`src/rtl/ball_locate.sv`:
```
// ball_locate: chroma-window blob locator; per-frame bounding box, centre, hit count published at vsync rise
module ball_locate #(
  parameter logic [7:0] CB_MIN = 8'h30,
  parameter logic [7:0] CB_MAX = 8'h80,
  parameter logic [7:0] CR_MIN = 8'hC8,
  parameter logic [7:0] CR_MAX = 8'hFF,
  parameter int MIN_PIXELS = 64,
  parameter int CW = 11
) (
  input  logic clk,
  input  logic rst,
  input  logic pre_frame_vsync,
  input  logic pre_frame_hsync,
  input  logic pre_frame_de,
  input  logic [7:0] img_y,
  input  logic [7:0] img_cb,
  input  logic [7:0] img_cr,
  output logic post_frame_vsync,
  output logic post_frame_hsync,
  output logic post_frame_de,
  output logic [7:0] mask_data,
  output logic [CW-1:0] ball_x_min,
  output logic [CW-1:0] ball_x_max,
  output logic [CW-1:0] ball_y_min,
  output logic [CW-1:0] ball_y_max,
  output logic [CW-1:0] ball_xc,
  output logic [CW-1:0] ball_yc,
  output logic [19:0] ball_pixels,
  output logic ball_found,
  output logic frame_done
);
  localparam logic [CW-1:0] MAXC = '1;
  typedef enum logic {IDLE, RUN} state_t;
  state_t r_state, w_state_nxt;
  logic r_vs, r_de, w_vs_rise, w_de_fall, w_hit, w_publish, w_found, w_unused;
  logic [CW-1:0] r_x, r_y, r_xmin, r_xmax, r_ymin, r_ymax;
  logic [19:0] r_cnt;
  logic [CW:0] w_xsum, w_ysum;
  assign w_unused = ^img_y;
  assign w_vs_rise = pre_frame_vsync & ~r_vs;
  assign w_de_fall = r_de & ~pre_frame_de;
  assign w_hit = pre_frame_de & (img_cb > CB_MIN) & (img_cb < CB_MAX) & (img_cr > CR_MIN) & (img_cr < CR_MAX);
  assign w_found = r_cnt >= 20'(MIN_PIXELS);
  assign w_xsum = {1'b0, r_xmin} + {1'b0, r_xmax};
  assign w_ysum = {1'b0, r_ymin} + {1'b0, r_ymax};
  always_ff @(posedge clk)
    if (rst) r_state <= IDLE;
    else r_state <= w_state_nxt;
  always_comb begin
    w_state_nxt = w_vs_rise ? RUN : r_state;
    w_publish = w_vs_rise & (r_state == RUN);
  end
  always_ff @(posedge clk) begin
    if (rst) begin
      r_vs <= 1'b0;
      r_de <= 1'b0;
      post_frame_vsync <= 1'b0;
      post_frame_hsync <= 1'b0;
      post_frame_de <= 1'b0;
      mask_data <= 8'h00;
    end else begin
      r_vs <= pre_frame_vsync;
      r_de <= pre_frame_de;
      post_frame_vsync <= pre_frame_vsync;
      post_frame_hsync <= pre_frame_hsync;
      post_frame_de <= pre_frame_de;
      mask_data <= w_hit ? 8'hFF : 8'h00;
    end
  end
  // a de falling edge ends a line; the coordinate of a pixel is the count before its increment
  always_ff @(posedge clk) begin
    if (rst || w_vs_rise) begin
      r_x <= '0;
      r_y <= '0;
    end else if (w_de_fall) begin
      r_x <= '0;
      r_y <= (r_y == MAXC) ? r_y : r_y + CW'(1);
    end else if (pre_frame_de && r_x != MAXC) begin
      r_x <= r_x + CW'(1);
    end
  end
  // the frame boundary wins over a coincident hit, so that pixel lands in neither frame
  always_ff @(posedge clk) begin
    if (rst || w_vs_rise) begin
      r_xmin <= MAXC;
      r_ymin <= MAXC;
      r_xmax <= '0;
      r_ymax <= '0;
      r_cnt <= '0;
    end else if (w_hit) begin
      r_xmin <= (r_x < r_xmin) ? r_x : r_xmin;
      r_xmax <= (r_x > r_xmax) ? r_x : r_xmax;
      r_ymin <= (r_y < r_ymin) ? r_y : r_ymin;
      r_ymax <= (r_y > r_ymax) ? r_y : r_ymax;
      r_cnt <= (r_cnt == 20'hFFFFF) ? r_cnt : r_cnt + 20'd1;
    end
  end
  always_ff @(posedge clk) begin
    if (rst) begin
      frame_done <= 1'b0;
      ball_pixels <= '0;
      ball_found <= 1'b0;
      ball_x_min <= '0;
      ball_x_max <= '0;
      ball_y_min <= '0;
      ball_y_max <= '0;
      ball_xc <= '0;
      ball_yc <= '0;
    end else begin
      frame_done <= w_publish;
      if (w_publish) begin
        ball_pixels <= r_cnt;
        ball_found <= w_found;
      end
      if (w_publish && w_found) begin
        ball_x_min <= r_xmin;
        ball_x_max <= r_xmax;
        ball_y_min <= r_ymin;
        ball_y_max <= r_ymax;
        ball_xc <= w_xsum[CW:1];
        ball_yc <= w_ysum[CW:1];
      end
    end
  end
endmodule

```
`config.mk`:
```
export PLATFORM = sky130hd
export DESIGN_NAME = ball_locate
export DESIGN_NICKNAME = d
export VERILOG_FILES = /design/src/rtl/ball_locate.sv
export SDC_FILE = /design/constraint.sdc
export NUM_CORES = 1
export LEC_CHECK = 0
export BUFFER_PORTS_ARGS = -buffer_cell sky130_fd_sc_hd__clkbuf_2
export CAP_MARGIN = 5
export CORE_ASPECT_RATIO = 0.8
export CORE_MARGIN = 2
export CORE_UTILIZATION = 40
export CTS_BUF_LIST = sky130_fd_sc_hd__clkbuf_8
export CTS_CLUSTER_DIAMETER = 40
export DETAILED_ROUTE_END_ITERATION = 8
export HOLD_SLACK_MARGIN = 0.02
export PLACE_DENSITY_LB_ADDON = 0.15
export SLEW_MARGIN = 20
export SYNTH_ARGS = -nofsm -noshare
export SYNTH_HDL_FRONTEND = slang
export SYNTH_SLANG_ARGS = --single-unit
```
`constraint.sdc`:
```
create_clock -name clk -period 3.4 [get_ports clk]
set_input_delay 0.34 -clock clk [delete_from_list [all_inputs] [get_ports clk]]
set_output_delay 0.34 -clock clk [all_outputs]
set_load 0.02 [all_outputs]
```
==> out/qor.yml <==
layout:
  final_cells: 1451
  fillers: 2201
  finalInstanceArea_mm2: 0.00993
  syn2layout_area_growth_pct: 13.9
  drive_gt1_frac: 0.158
  n_antenna_cell: 0
  final_nets: 1260
  final_core_util: 0.462
timing:
  max_slew_margin: 0.369
  post-route-min-period_ns: 2.45
  finalCritPeriodShare: 0.719
  clock_skew_ns: 0.0219
  worst_slew_pin_slew_ns: 0.946
  finalSetupViolations: 0
  slew_violations: 0
  tns_ns: 0
  final-hold-violation-count: 0
  rsz0062_at_grt: "false"
  max_freq_mhz: 409
yosys:
  yosys_register_bits: 179
  yosysSeqAreaShare: 0.411
  synth_edf_count: 0
  syn_avg_cell_area_um2: 8.14
  yosysWarnings: 0
  synth.distinct_cells: 53
  ys.flop_type: "dfxtp_1"
  syn_area_mm2: 0.00872
  synth_fp_nets: 1168
  async_reset_ff_frac: 0
  syn_inst: 1071
global_routing:
  grt.overflow.total: 0
  antenna_found_initial: 0
  track_usage: 0.199
  grt_max_degree: 69
  grt_pass1_wl_um: 36300
  grt_pass1_vias: 6785
worst_setup_path:
  crit_path_start_kind: "flip-flop"
  crit_chain: "buf_4, ha_1, a21o_1, a211oi_1, o21ai_0, a211oi_2, buf_4, nand2_1, o211ai_1"
  worst_r2r_startpoint: "r_y[4]"
  endpoint: "r_ymin[3]"
  cp_max_fo: 12
  r2r_setup_slack_ns: 0.95
  reg2reg_depth: 9
  arrival_ns: 2.85
  cpPeakStageDelay_ns: 0.56
  path_class: "reg2reg"
  required_ns: 3.80
  crit_path_end_kind: "flip-flop"
  crit_path_frequent_cell: "buf_4"
  setup.worst_path.start: "r_y[4]"
  crit_path_top_delay_cell: "a211oi_2"
  r2r_end: "r_ymin[3]"
clocking:
  clockRootBuffer: "clkbuf_8"
  clk_path_buf_depth: 2
  cts.htree.levels: 4
  cts_tree: "yes"
  clk_pin_slew_ns: 0.10
  post_cts_buffers: 0
  ctsResizeCount: 0
  cts_hold_buf: 0
  insertion_delay_ns: 0.49
  numCtsBuffers: 17
  cts_sinks: 179
routing:
  drt_iter0_drc: 490
  wire_per_inst_um: 15.3
  drt_pre_antenna_iters: 5
  ant_nets: 0
  drc: 0
  routed_wirelength_um: 22200
  via_count: 7510
  viasPerCell: 5.18
floorplanning:
  die_x_um: 169
  die-area_mm2: 0.0230
  initial_core_util: 0.405
  ioPinCount: 128
  coreArea_mm2: 0.0215
  rows: 48
  fp.dieH_um: 136
power_and_ir_drop:
  p_leak_nw: 4.07
  cellPowerDensity_mw_per_mm2: 378
  finalPower_mw: 3.75
  ir_drop_v: 0.000203
placed_design:
  dp_cells: 1419
  hpwl_um: 16400
  gp_congestion: 0.851
  port_buffers: 119
  dpl-instance-area_mm2: 0.00954
run_status:
  status: "completed"
hold_path:
  hp-start: "pre_frame_hsync"
  hp-class: "in2reg"
job:
  cap_violations: 0
## layer usage
layer,share of wire,GRT usage,up-vias
li1,-,-,3875
met1,0.57,0.316,3481
met2,0.39,0.272,139
met3,0.037,0.0381,15
met4,0.0087,0.0489,0
met5,0,0,-
## worst min-delay path by stage
| stage | to | depth (start not counted) |
|---|---|---|
| 6_report | post_frame_hsync | 2 |
| 5_1_grt | post_frame_hsync | 2 |
| 4_1_cts | post_frame_hsync | 2 |
| 3_5_place_dp | ball_xc[6] | 2 |
| 3_3_place_gp | ball_xc[6] | 2 |
| 2_1_floorplan | ball_x_min[10] | 2 |
## logic make-up (layout without fill, tap and decap cells)
kind of cell,count (synthesis),count (layout),synth area share
buffers and inverters,119,224,0.0568
multiplexers,2,2,0.00230
AND/OR/NAND/NOR,428,428,0.223
XOR/XNOR,46,46,0.0462
AO/OA/AOI/OAI,229,229,0.161
adder cells (fa/ha/maj),68,68,0.0993
flip-flops,179,179,0.411
## power by group
part | switching [mW] | total, mW | internal, mW
sequential | 0.00866 | 2.11 | 2.10
clock | 0.890 | 1.51 | 0.615
combinational | 0.0969 | 0.137 | 0.0406
total | 0.996 | 3.75 | 2.76
## registers in the layout (all words and copies together) (netlist names)
signal,cells
ball_pixels,20
r_cnt,20
ball_x_max,11
ball_x_min,11
ball_xc,11
ball_y_max,11
ball_y_min,11
ball_yc,11
r_x,11
r_xmax,11
r_xmin,11
r_y,11
r_ymax,11
r_ymin,11
ball_found,1
frame_done,1
mask_data,1
post_frame_hsync,1
r_de,1
r_state,1
r_vs,1
## area by class of cell
cell class	instances	area (um2)	share of cell area
clock inverters	15	161	0.0163
multi-input cells	773	4650	0.468
well taps	275	344	0.0346
inverters	54	203	0.0204
clock buffers	17	234	0.0236
flip-flops and latches	179	3580	0.361
repair buffers	138	753	0.0758
## synthesized netlist by cell type, types with 3 or more instances
cell	count	area (um2)
a211oi_1	9	67.6
a21o_1	17	128
a21oi_1	115	576
a31oi_1	13	81.3
a41oi_1	4	35.0
and2_1	8	50.1
and3_1	5	31.3
and4_1	7	61.3
buf_1	3	11.3
buf_2	12	60.1
buf_4	9	67.6
clkbuf_1	41	154
dfxtp_1	179	3580
ha_1	66	826
inv_1	54	203
nand2_1	204	766
nand2b_1	5	31.3
nand3_1	50	250
nand4_1	19	119
nor2_1	67	251
nor2b_1	7	43.8
nor3_1	31	155
nor4_1	8	50.1
o211ai_1	17	128
o21ai_0	31	155
o31a_1	3	26.3
or2_2	4	25.0
or3_1	4	25.0
xnor2_1	26	228
xor2_1	20	175
## worst max-delay path: cells and delay by family (launching register included)
family / cells / cell delay (ns)
AOI/OAI and AO/OA: 5 / 1.22
buffers and inverters: 2 / 0.45
adders and majority gates: 1 / 0.32
DFF: 1 / 0.31
and+or+nand+nor: 1 / 0.07
## cells in the final DEF, fill, tap and decap left out, drive strengths merged, types with 26 or more instances in the layout
cell,instances
nand2,205
dfxtp,179
clkbuf,135
a21oi,115
nor2,67
ha,66
inv,63
nand3,50
o21ai,32
nor3,31
xnor2,26
## through the flow
stage | setup WS, ns | hold WS (ns)
after floorplan | 1.35 | 0.449
after global placement | 0.995 | 0.441
after detailed placement | 1.01 | 0.445
after CTS | 0.967 | 0.0470
after global routing | 0.702 | 0.0668
final | 0.954 | 0.0710
No activity file was read; power rests on OpenSTA's default activity.
